==> config.mk <==
export PLATFORM = sky130hd
export DESIGN_NAME = float_add_norm
export DESIGN_NICKNAME = d
export VERILOG_FILES = /design/src/rtl/float_add_norm.sv
export SDC_FILE = /design/constraint.sdc
export NUM_CORES = 1
export LEC_CHECK = 0
export ABC_AREA = 0
export CORE_MARGIN = 2
export CORE_UTILIZATION = 35
export CTS_CLUSTER_SIZE = 40
export DETAILED_ROUTE_END_ITERATION = 12
export PLACE_DENSITY = 0.67
export SYNTH_ARGS = -nofsm -noshare
export SYNTH_HDL_FRONTEND = slang
export SYNTH_SLANG_ARGS = --single-unit
==> constraint.sdc <==
create_clock -name clk -period 6.5 [get_ports clk]
set_clock_uncertainty 0.15 [all_clocks]
set_input_delay 1.3 -clock clk [delete_from_list [all_inputs] [get_ports clk]]
set_output_delay 1.3 -clock clk [all_outputs]
set_load 0.005 [all_outputs]
==> src/rtl/float_add_norm.sv <==
// ============================================================================
// Module      : float_add_norm
// Description : Post-add renormalization for the floating-point adder.
//               Takes the raw 48-bit coefficient sum, its carry-out, the
//               pre-normalize exponent and the leading-zero count, then
//               applies the normalizing shift and exponent correction over a
//               fixed two-stage pipeline with no backpressure.
//               Optional build macro: FLOAT_NORM_UFLOW_FLUSH_EN
//                 defined   -> underflowed results flush to true zero
//                 undefined -> underflowed results pass through, flag only
// Revision    : 1.0 - initial release
// ============================================================================
`default_nettype none

module float_add_norm #(
    parameter int               EXP_W     = 15,
    parameter logic [EXP_W-1:0] UFLOW_LIM = 15'o20000,
    parameter logic [EXP_W-1:0] OFLOW_LIM = 15'o60000
) (
    input  logic             clk,
    input  logic             rst,
    input  logic             i_valid,
    input  logic             i_sign,
    input  logic [EXP_W-1:0] i_exp,
    input  logic             i_carry,
    input  logic [47:0]      i_coef,
    input  logic [6:0]       i_lzc,
    input  logic [2:0]       i_tag,
    output logic             o_valid,
    output logic             o_sign,
    output logic [EXP_W-1:0] o_exp,
    output logic [47:0]      o_coef,
    output logic [2:0]       o_tag,
    output logic             o_zero,
    output logic             o_uflow,
    output logic             o_oflow
);

    // Path encoding carried from stage 1 into stage 2.
    localparam logic [1:0] c_PATH_NORM  = 2'd0;
    localparam logic [1:0] c_PATH_CARRY = 2'd1;
    localparam logic [1:0] c_PATH_ZERO  = 2'd2;

    // ------------------------------------------------------------------
    // Stage 1 : path select and coarse (byte) shift
    // ------------------------------------------------------------------
    logic             w_is_zero;
    logic [5:0]       w_coarse_amt;
    logic [47:0]      w_coarse_coef;
    logic [1:0]       w_path;
    logic [47:0]      w_s1_coef;
    logic [5:0]       w_s1_lzc;

    logic             r_s1_valid;
    logic             r_s1_sign;
    logic [EXP_W-1:0] r_s1_exp;
    logic [47:0]      r_s1_coef;
    logic [5:0]       r_s1_lzc;
    logic [2:0]       r_s1_tag;
    logic [1:0]       r_s1_path;

    // Choose the path and perform the multiple-of-8 part of the left shift.
    always_comb begin
        w_is_zero     = !i_carry && (i_lzc >= 7'd48);
        w_coarse_amt  = {i_lzc[5:3], 3'b000};
        w_coarse_coef = i_coef << w_coarse_amt;
        w_path        = c_PATH_NORM;
        w_s1_coef     = w_coarse_coef;
        w_s1_lzc      = i_lzc[5:0];
        if (i_carry) begin
            // Carry-out becomes the new leading one; shift right by one.
            w_path    = c_PATH_CARRY;
            w_s1_coef = {1'b1, i_coef[47:1]};
            w_s1_lzc  = 6'd0;
        end else if (w_is_zero) begin
            w_path    = c_PATH_ZERO;
            w_s1_coef = 48'd0;
            w_s1_lzc  = 6'd0;
        end
    end

    // Stage 1 register: valid shifts every cycle, data loads only on valid.
    always_ff @(posedge clk) begin
        if (rst) begin
            r_s1_valid <= 1'b0;
            r_s1_sign  <= 1'b0;
            r_s1_exp   <= '0;
            r_s1_coef  <= 48'd0;
            r_s1_lzc   <= 6'd0;
            r_s1_tag   <= 3'd0;
            r_s1_path  <= c_PATH_NORM;
        end else begin
            r_s1_valid <= i_valid;
            if (i_valid) begin
                r_s1_sign <= i_sign;
                r_s1_exp  <= i_exp;
                r_s1_coef <= w_s1_coef;
                r_s1_lzc  <= w_s1_lzc;
                r_s1_tag  <= i_tag;
                r_s1_path <= w_path;
            end
        end
    end

    // ------------------------------------------------------------------
    // Stage 2 : fine shift, exponent correction, range flags
    // ------------------------------------------------------------------
    logic [47:0]      w_fine_coef;
    logic [EXP_W:0]   w_exp_ext;
    logic [EXP_W-1:0] w_exp_lo;
    logic             w_exp_hi;
    logic             w_borrow;
    logic             w_cout;
    logic             w_s2_zero_path;
    logic             w_uflow;
    logic             w_oflow;
    logic             w_flush;
    logic             w_res_zero;

    // Finish the shift and compute the corrected exponent one bit wider so
    // that both borrow (negative) and carry past EXP_W bits are visible.
    always_comb begin
        w_fine_coef    = r_s1_coef << r_s1_lzc[2:0];
        w_s2_zero_path = (r_s1_path == c_PATH_ZERO);
        if (r_s1_path == c_PATH_CARRY) begin
            w_exp_ext = {1'b0, r_s1_exp} + {{EXP_W{1'b0}}, 1'b1};
        end else begin
            w_exp_ext = {1'b0, r_s1_exp} - {{(EXP_W-5){1'b0}}, r_s1_lzc};
        end
        w_exp_hi = w_exp_ext[EXP_W];
        w_exp_lo = w_exp_ext[EXP_W-1:0];
        // The extra bit means borrow on the subtract path, carry on increment.
        w_borrow = w_exp_hi && (r_s1_path == c_PATH_NORM);
        w_cout   = w_exp_hi && (r_s1_path == c_PATH_CARRY);
        w_uflow  = !w_s2_zero_path && !w_cout &&
                   (w_borrow || (w_exp_lo < UFLOW_LIM));
        w_oflow  = !w_s2_zero_path && !w_borrow &&
                   (w_cout || (w_exp_lo >= OFLOW_LIM));
`ifdef FLOAT_NORM_UFLOW_FLUSH_EN
        w_flush = w_uflow;
`else
        w_flush = 1'b0;
`endif
        w_res_zero = w_s2_zero_path || w_flush;
    end

    logic             r_o_valid;
    logic             r_o_sign;
    logic [EXP_W-1:0] r_o_exp;
    logic [47:0]      r_o_coef;
    logic [2:0]       r_o_tag;
    logic             r_o_zero;
    logic             r_o_uflow;
    logic             r_o_oflow;

    // Output register: valid shifts every cycle, data holds across bubbles.
    always_ff @(posedge clk) begin
        if (rst) begin
            r_o_valid <= 1'b0;
            r_o_sign  <= 1'b0;
            r_o_exp   <= '0;
            r_o_coef  <= 48'd0;
            r_o_tag   <= 3'd0;
            r_o_zero  <= 1'b0;
            r_o_uflow <= 1'b0;
            r_o_oflow <= 1'b0;
        end else begin
            r_o_valid <= r_s1_valid;
            if (r_s1_valid) begin
                r_o_tag   <= r_s1_tag;
                r_o_zero  <= w_res_zero;
                r_o_uflow <= w_uflow;
                r_o_oflow <= w_oflow;
                if (w_res_zero) begin
                    r_o_sign <= 1'b0;
                    r_o_exp  <= '0;
                    r_o_coef <= 48'd0;
                end else begin
                    r_o_sign <= r_s1_sign;
                    r_o_exp  <= w_exp_lo;
                    r_o_coef <= w_fine_coef;
                end
            end
        end
    end

    assign o_valid = r_o_valid;
    assign o_sign  = r_o_sign;
    assign o_exp   = r_o_exp;
    assign o_coef  = r_o_coef;
    assign o_tag   = r_o_tag;
    assign o_zero  = r_o_zero;
    assign o_uflow = r_o_uflow;
    assign o_oflow = r_o_oflow;

endmodule

`default_nettype wire

# Word level (Yosys, flattened, before mapping)
# Index checks and enable logic that the tools add are counted.
dict set report totals {
  regBits 147
  input_bits 78
  out_inout_bits 71
  wordCells 48
}
dict set report op_classes {
  addsub 2
  n_lt_le_gt_ge 3
  n_eq_ne 2
  n_shift 2
  n_mux 10
  n_reduce_logical 14
}
# cell count
set op_table {}
lappend op_table {{48-bit 2-to-1 mux} 3}
lappend op_table {{48-bit by 3-bit << shifter with 48-bit output} 1}
lappend op_table {{48-bit by 6-bit << shifter with 48-bit output} 1}
lappend op_table {{15-bit by 1-bit adder with 16-bit output (second input constant)} 1}
lappend op_table {{16-bit 2-to-1 mux} 1}
lappend op_table {{15-bit by 6-bit subtractor with 16-bit output} 1}
lappend op_table {{15-bit >= comparator (second input constant)} 1}
lappend op_table {{15-bit by 14-bit < comparator with 1-bit output (second input constant)} 1}
lappend op_table {{15-bit 2-to-1 mux} 1}
lappend op_table {{6-bit 2-to-1 mux} 2}
lappend op_table {{7-bit by 6-bit >= comparator with 1-bit output (second input constant)} 1}
lappend op_table {{1-bit logical AND} 7}
lappend op_table {{1-bit zero test} 4}
lappend op_table {{2-bit 2-to-1 mux} 2}
lappend op_table {{2-bit by 1-bit equality test with 1-bit output (second input constant)} 1}
lappend op_table {{2-bit equality test (second input constant)} 1}
lappend op_table {{2-bit zero test} 1}
lappend op_table {{1-bit logical OR} 2}
lappend op_table {{1-bit 2-to-1 mux} 1}

# Longest topological paths before layout
# Gate-level depths: netlist of the first run.
dict set report depth {
  word_depth 6
  depth_mapped 16
  depth_no_buf 12
}

# Worst setup path before layout of the first run
# No wires, ideal clock.
dict set report synth_path {
  path_type {register to register}
  start {reg r_s1_lzc[1]}
  end {reg r_o_oflow (netlist: o_oflow)}
  arrival_time_ns 3.000
  t_required_ns 6.235
  setup_slack_ns 3.235
  path_stages_with_launch 14
  path_buffers 3
  path_cell_list {dfxtp_1 > buf_2 > buf_2 > buf_2 > inv_1 > ha_1 > and2_1 > fa_1 > a21o_1 > a221oi_2 > and4b_1 > a211oi_2 > o32ai_1 > a31o_1}
}
dict set report synth_via {
  elab_chain_len 6
  elab_cells_between_ends 9
}
# item line
set synth_lines {}
lappend synth_lines {{from (decl)} 58} ;# logic [5:0] r_s1_lzc;
lappend synth_lines {{from (signal assigned)} 98} ;# r_s1_lzc <= w_s1_lzc;
lappend synth_lines {{15-bit by 6-bit subtractor with 16-bit output (*)} 128} ;# w_exp_ext = {1'b0, r_s1_exp} - {{(EXP_W-5){1'b0}}, r_s1_lzc};
lappend synth_lines {{16-bit 2-to-1 mux (*)} 125} ;# if (r_s1_path == c_PATH_CARRY) begin
lappend synth_lines {{parallel branches: the longest is 3 deep, another holds 15-bit >= comparator} n/a}
lappend synth_lines {{1-bit logical AND (*)} 137} ;# w_oflow = !w_s2_zero_path && !w_borrow &&
lappend synth_lines {{to (signal assigned)} 173} ;# r_o_oflow <= w_oflow;
lappend synth_lines {{to (decl)} 154} ;# logic r_o_oflow;
# Mark *: on every way between the ends.
# A chain may end at the register's enable or synchronous reset.

# Worst setup path after layout of the first run
# Ends and elaborated chain as after synthesis.

==> results of run 1 <==
## power by group
group / internal [mW] / switching [mW]
logic: 0.194 / 0.219
clock network: 0.575 / 0.400
registers: 0.938 / 0.0389
## layout make-up
cell class	count	area [um^2]
well taps	324	405
clock inverters	11	130
fillers	2341	13400
clock buffers	20	447
inverters	11	41.3
multi-input cells	723	5360
flip-flops and latches	147	2950
repair buffers	159	1550
## cell usage in the layout (no fill, tap or decap), types with 3 or more instances in the layout
master	netlist	layout
and2_1	5	5
nor3_1	9	9
xor2_1	5	5
a21o_1	7	7
a21oi_1	91	91
o22ai_1	40	40
o211ai_1	4	4
clkinvlp_4	0	4
mux2i_1	91	91
mux2_2	18	18
nor2b_1	3	3
dfxtp_2	0	3
nand2_1	46	46
and3_1	3	3
or2_1	3	3
a22o_1	11	11
a211oi_1	12	12
nor2_1	167	167
ha_1	17	17
inv_1	9	9
dfxtp_1	147	144
xnor2_1	8	8
a22oi_1	59	59
clkdlybuf4s50_1	0	145
o21ai_0	33	33
o21ai_1	5	4
a31oi_1	3	3
clkbuf_16	0	17
buf_4	2	12
nand2b_1	3	3
mux4_2	44	44
## path summary, 6_finish.rpt
check / startpoint / endpoint / slack (ns)
hold / removal: o_exp[11] / o_exp[11] / 0.33
setup / recovery: r_s1_lzc[1] / o_oflow / 2.65
hold reg to reg: o_exp[11] / o_exp[11] / 0.33
setup reg to reg: r_s1_lzc[1] / o_oflow / 2.65
## registers in the layout, indices dropped and copies added (netlist names)
| register | count |
|---|---|
| o_coef | 48 |
| r_s1_coef | 48 |
| o_exp | 15 |
| r_s1_exp | 15 |
| r_s1_lzc | 6 |
| o_tag | 3 |
| r_s1_tag | 3 |
| r_s1_path | 2 |
| o_oflow | 1 |
| o_sign | 1 |
| o_uflow | 1 |
| o_valid | 1 |
| o_zero | 1 |
| r_s1_sign | 1 |
| r_s1_valid | 1 |
## through the flow
| stage | setup slack (ns) | cell area [um^2] |
|---|---|---|
| 2_1_floorplan | 3.23 | 8680 |
| 3_3_place_gp | 2.63 | 10300 |
| 3_5_place_dp | 2.60 | 10300 |
| 4_1_cts | 2.68 | 10900 |
| 5_1_grt | 2.33 | 10900 |
| 6_report | 2.65 | 10900 |
## critical path, cell delays in order (launching register included)
cell      delay (ns)
dfxtp_2         1.06
or3_4           0.30
nor3_4          0.05
ha_1            0.27
and2_1          0.14
ha_1            0.37
and3_1          0.20
a221oi_2        0.32
and4b_1         0.25
a211oi_2        0.28
o32ai_1         0.12
a31o_1          0.22
## cell families (layout without fill, tap and decap cells)
logic type               Yosys count  count (layout)
flip-flops                       147             147
buffers and inverters             95             201
multiplexers                     153             153
AND/OR/NAND/NOR                  253             253
XOR/XNOR                          13              13
adder cells (fa/ha/maj)           18              18
AO/OA/AOI/OAI                    286             286
## Yosys cell counts (all sizes together), types with 5 or more instances
| cell | instances | share of area, % |
|---|---|---|
| mux2 | 18 | 2.3 |
| ha | 17 | 2.5 |
| a22oi | 59 | 5.1 |
| o21ai | 38 | 2.2 |
| nand2 | 46 | 2.0 |
| and2 | 5 | 0.36 |
| nor3 | 11 | 0.89 |
| mux4 | 44 | 11 |
| dfxtp | 147 | 34 |
| a211oi | 14 | 1.3 |
| a21o | 7 | 0.61 |
| xnor2 | 8 | 0.81 |
| buf | 28 | 1.5 |
| clkbuf | 56 | 2.4 |
| xor2 | 5 | 0.50 |
| o22ai | 40 | 2.9 |
| nor2 | 167 | 7.2 |
| a21oi | 91 | 5.2 |
| mux2i | 91 | 10 |
| a22o | 11 | 1.1 |
| inv | 10 | 0.43 |
## metal layers
layer	share of wire [%]	vias up	track usage (%)
met5	0	-	0
met4	2.1	0	6.45
met3	8.4	40	3.93
met2	43	360	29.6
met1	47	3749	28.9
li1	-	3773	-
==> results.sh, run 1 <==
export IMPL_cts_sinks=147
export IMPL_cp_end_kind="flop"
export IMPL_synth_async_reset_ratio_pct=0
export IMPL_slew_viol_final=0
export IMPL_clock_path_buffers=2
export IMPL_critPathMaxFanout=51
export IMPL_start_kind="flop"
export IMPL_grt_pass1_vias=7441
export IMPL_synth_compound_area_share_pct=21.0
export IMPL_remaining_drc_errors=0
export IMPL_fin_crit_sh_pct=59.2
export IMPL_rsz0062_at_grt="no"
export IMPL_routed_via_count=7922
export IMPL_hold_ws_ns=0.333
export IMPL_path_class="reg -> reg"
export IMPL_cts_repair_resized=0
export IMPL_ys_seq_area_share_pct=33.9
export IMPL_io_buffers=148
export IMPL_synthDistinctLibCells=60
export IMPL_clock_root_buffer="clkbuf_16"
export IMPL_die_y_um=161
export IMPL_antenna_found_initial=0
export IMPL_hold_buffers=0
export IMPL_setup_viol=0
export IMPL_synthAdderAreaFrac_pct=2.68
export IMPL_grt_pass1_wl_um=41200
export IMPL_grt_ovfl_total=0
export IMPL_grt_start_max_net_pins=77
export IMPL_routed_via_density=5.68
export IMPL_syn_nets=1061
export IMPL_num_rows=57
export IMPL_hold_class="reg -> reg"
export IMPL_fp_dieW_um=161
export IMPL_core_um2=24300
export IMPL_tightest_slew_ns=1.10
export IMPL_area_growth_pct=25.4
export IMPL_instances_no_fill=1395
export IMPL_ir_worst_vdd_mv=0.127
export IMPL_avgSynthCellArea_um2=8.99
export IMPL_synth_simple_area_share_pct=12.4
export IMPL_antennaDiodeCount=0
export IMPL_min_path_cells=1
export IMPL_power_density_nw_per_um2=217
export IMPL_leakagePower_nw=3.95
export IMPL_wl_um=26300
export IMPL_synthesis_area_um2=8680
export IMPL_clkTransAtPathRegs_ns=0.07
export IMPL_cts_inserted_buffers=17
export IMPL_nets=1155
export IMPL_htree_levels=4
export IMPL_relSlewSlack_pct=26.6
export IMPL_final_core_util_pct=44.7
export IMPL_ant_nets=0
export IMPL_max_freq_mhz=260
export IMPL_yosysWarningCount=0
export IMPL_max_cap_violations=0
export IMPL_synth_top_family_by_area="multiplexers"
export IMPL_wl_per_cell_um=18.9
export IMPL_clock_latency_ns=0.43
export IMPL_grt_use_total_pct=19.9
export IMPL_arrival_ns=4.02
export IMPL_ys_ff_latch=147
export IMPL_netlist_instances=965
export IMPL_synth_area_mux_share_pct=24.3
export IMPL_outcome="complete, no violations"
export IMPL_synthFlopType="dfxtp_1"
export IMPL_start_util_pct=35.7
export IMPL_post_cts_buffers=0
export IMPL_dp_hpwl_um=19300
export IMPL_globalplace_congestion=0.907
export IMPL_drive_gt1_share_pct=11.1
export IMPL_dp_cells=1364
export IMPL_finalPower_mw=2.36
export IMPL_drt_iter0_drc=748
export IMPL_pin_count=149
export IMPL_rr_worst_depth=11
export IMPL_period_minus_slack_ns=3.85
export IMPL_first_pass_iters=5
export IMPL_synth_edf_count=0
export IMPL_worstPathRequired_ns=6.67
export IMPL_die_area_um2=26100
export IMPL_fin_setup_tns_ns=0
export IMPL_synth_xor_area_share_pct=1.31
export IMPL_finalHoldViolCount=0
export IMPL_cts_tree="done"
No activity file was read; power rests on OpenSTA's default activity.
==> inputs of run 2 (changes only) <==
==> constraint.sdc (replaced) <==
create_clock -name clk -period 3.74 [get_ports clk]
set_clock_uncertainty 0.15 [all_clocks]
set_input_delay 0.748 -clock clk [delete_from_list [all_inputs] [get_ports clk]]
set_output_delay 0.748 -clock clk [all_outputs]
set_load 0.005 [all_outputs]
==> results.sh, run 2 (synthesis gave the netlist of run 1 again) <==
export IMPL_outcome="complete, no violations"
export IMPL_layout_common_cells="nor2_1 (167), clkdlybuf4s50_1 (145), dfxtp_1 (144)"
export IMPL_clock_path_buffers=2
export IMPL_path_class="reg -> reg"
export IMPL_hp_start="o_exp[9]"
export IMPL_dp_hpwl_um=19900
export IMPL_cts_inserted_buffers=17
export IMPL_grt_pass1_vias=7483
export IMPL_htree_levels=4
export IMPL_drive_gt1_share_pct=11.8
export IMPL_final_core_util_pct=45.0
export IMPL_fin_setup_tns_ns=0
export IMPL_finalHoldViolCount=0
export IMPL_rsz0062_at_grt="no"
export IMPL_mostFrequentLayoutCell="nor2_1"
export IMPL_nets=1160
export IMPL_tightest_slew_ns=1.16
export IMPL_switching_share_pct=28.6
export IMPL_p_int_mw=2.93
export IMPL_grt_ovfl_total=0
export IMPL_wl_per_cell_um=19.3
export IMPL_routed_via_count=8040
export IMPL_ir_worst_vdd_mv=0.297
export IMPL_cp_end_kind="flop"
export IMPL_start_util_pct=35.7
export IMPL_hold_buffers=0
export IMPL_arrival_ns=3.48
export IMPL_pin_count=149
export IMPL_grt_use_total_pct=20.6
export IMPL_seq_power_share_pct=41.2
export IMPL_core_um2=24300
export IMPL_critPathSlowestCell="or3_4"
export IMPL_antenna_found_initial=0
export IMPL_cpPeakStageDelay_ns=0.40
export IMPL_remaining_drc_errors=0
export IMPL_drt_iter0_drc=635
export IMPL_place_area_um2=10400
export IMPL_power_frac_clock_pct=40.9
export IMPL_area_growth_pct=26.1
export IMPL_cts_repair_resized=0
export IMPL_fin_crit_sh_pct=88.4
export IMPL_fin_ws_ns=0.436
export IMPL_max_freq_mhz=303
export IMPL_post_place_ws_ns=0.465
export IMPL_clock_latency_ns=0.43
export IMPL_crit_buf_inv=0
export IMPL_die_y_um=161
export IMPL_max_cap_violations=0
export IMPL_fp_dieW_um=161
export IMPL_grt_pass1_wl_um=42400
export IMPL_first_pass_iters=5
export IMPL_ant_nets=0
export IMPL_die_area_um2=26100
export IMPL_num_rows=57
export IMPL_nFillCells=2364
export IMPL_cts_sinks=147
export IMPL_leakagePower_nw=4.00
export IMPL_cp_startpoint="r_s1_lzc[0]"
export IMPL_wl_um=27100
export IMPL_grt_start_max_net_pins=80
export IMPL_cp_top_family="simple AND/OR/NAND/NOR gates"
export IMPL_power_density_nw_per_um2=375
export IMPL_period_minus_slack_ns=3.30
export IMPL_power_frac_comb_pct=17.9
export IMPL_path_common_cell="ha_1"
export IMPL_stdcell_area_um2=10900
export IMPL_clock_root_buffer="clkbuf_16"
export IMPL_routed_via_density=5.74
export IMPL_globalplace_congestion=0.872
export IMPL_antennaDiodeCount=0
export IMPL_clkTransAtPathRegs_ns=0.06
export IMPL_post_cts_buffers=0
export IMPL_cts_tree="done"
export IMPL_critPathMaxFanout=6
export IMPL_io_buffers=148
export IMPL_hold_class="reg -> reg"
export IMPL_relSlewSlack_pct=23.0
export IMPL_setup_viol=0
export IMPL_start_kind="flop"
export IMPL_p_switching_mw=1.17
export IMPL_rr_startpoint="r_s1_lzc[0]"
export IMPL_worstPathRequired_ns=3.91
export IMPL_cp_cell_sequence="or3_4 > nor3_4 > ha_1 > and2_1 > ha_1 > and3_1 > a221oi_2 > and4b_1 > a211oi_2 > o32ai_1 > a31o_1"
export IMPL_slew_viol_final=0
==> run 2: per-layer routing <==
layer,track usage (%),vias to the layer above,wire [um]
li1,-,3794,-
met3,4.29,38,1840
met1,30.3,3870,13000
met5,0.379,-,0
met2,30.1,338,11600
met4,6.66,0,626
==> run 2: layout make-up <==
cell class | instances | area [um^2] | share of cell area (%)
multi-input combinational | 723 | 5360 | 49.0
clock buffer | 19 | 453 | 4.14
tap | 324 | 405 | 3.70
sequential | 147 | 2950 | 26.9
timing repair buffer | 164 | 1610 | 14.7
clock inverter | 13 | 125 | 1.14
inverter | 11 | 41.3 | 0.377
==> run 2: power by group through the flow <==
stage                     Clock, mW  Combinational (mW)  Sequential, mW
after global placement            0               0.717            1.73
after detailed placement          0               0.722            1.73
final                          1.68               0.733            1.69
after global routing           1.77               0.792            1.70
after floorplan                   0               0.455            1.70
after CTS                      1.70               0.725            1.69
==> run 2: path summary, 6_finish.rpt <==
kind,endpoint,slack [ns],cells past startpoint
hold / removal,o_exp[9],0.33,1
setup reg to reg,o_oflow,0.44,11
hold reg to reg,o_exp[9],0.33,1
setup / recovery,o_oflow,0.44,11
==> run 2: through the flow <==
stage / total power, mW / instances / hold slack [ns]
6_report: 4.11 / 1401 / 0.334
5_1_grt: 4.27 / 1401 / 0.333
4_1_cts: 4.12 / 1401 / 0.331
3_5_place_dp: 2.45 / 1369 / 0.316
3_3_place_gp: 2.44 / 1369 / 0.315
2_1_floorplan: 2.16 / 965 / 0.310
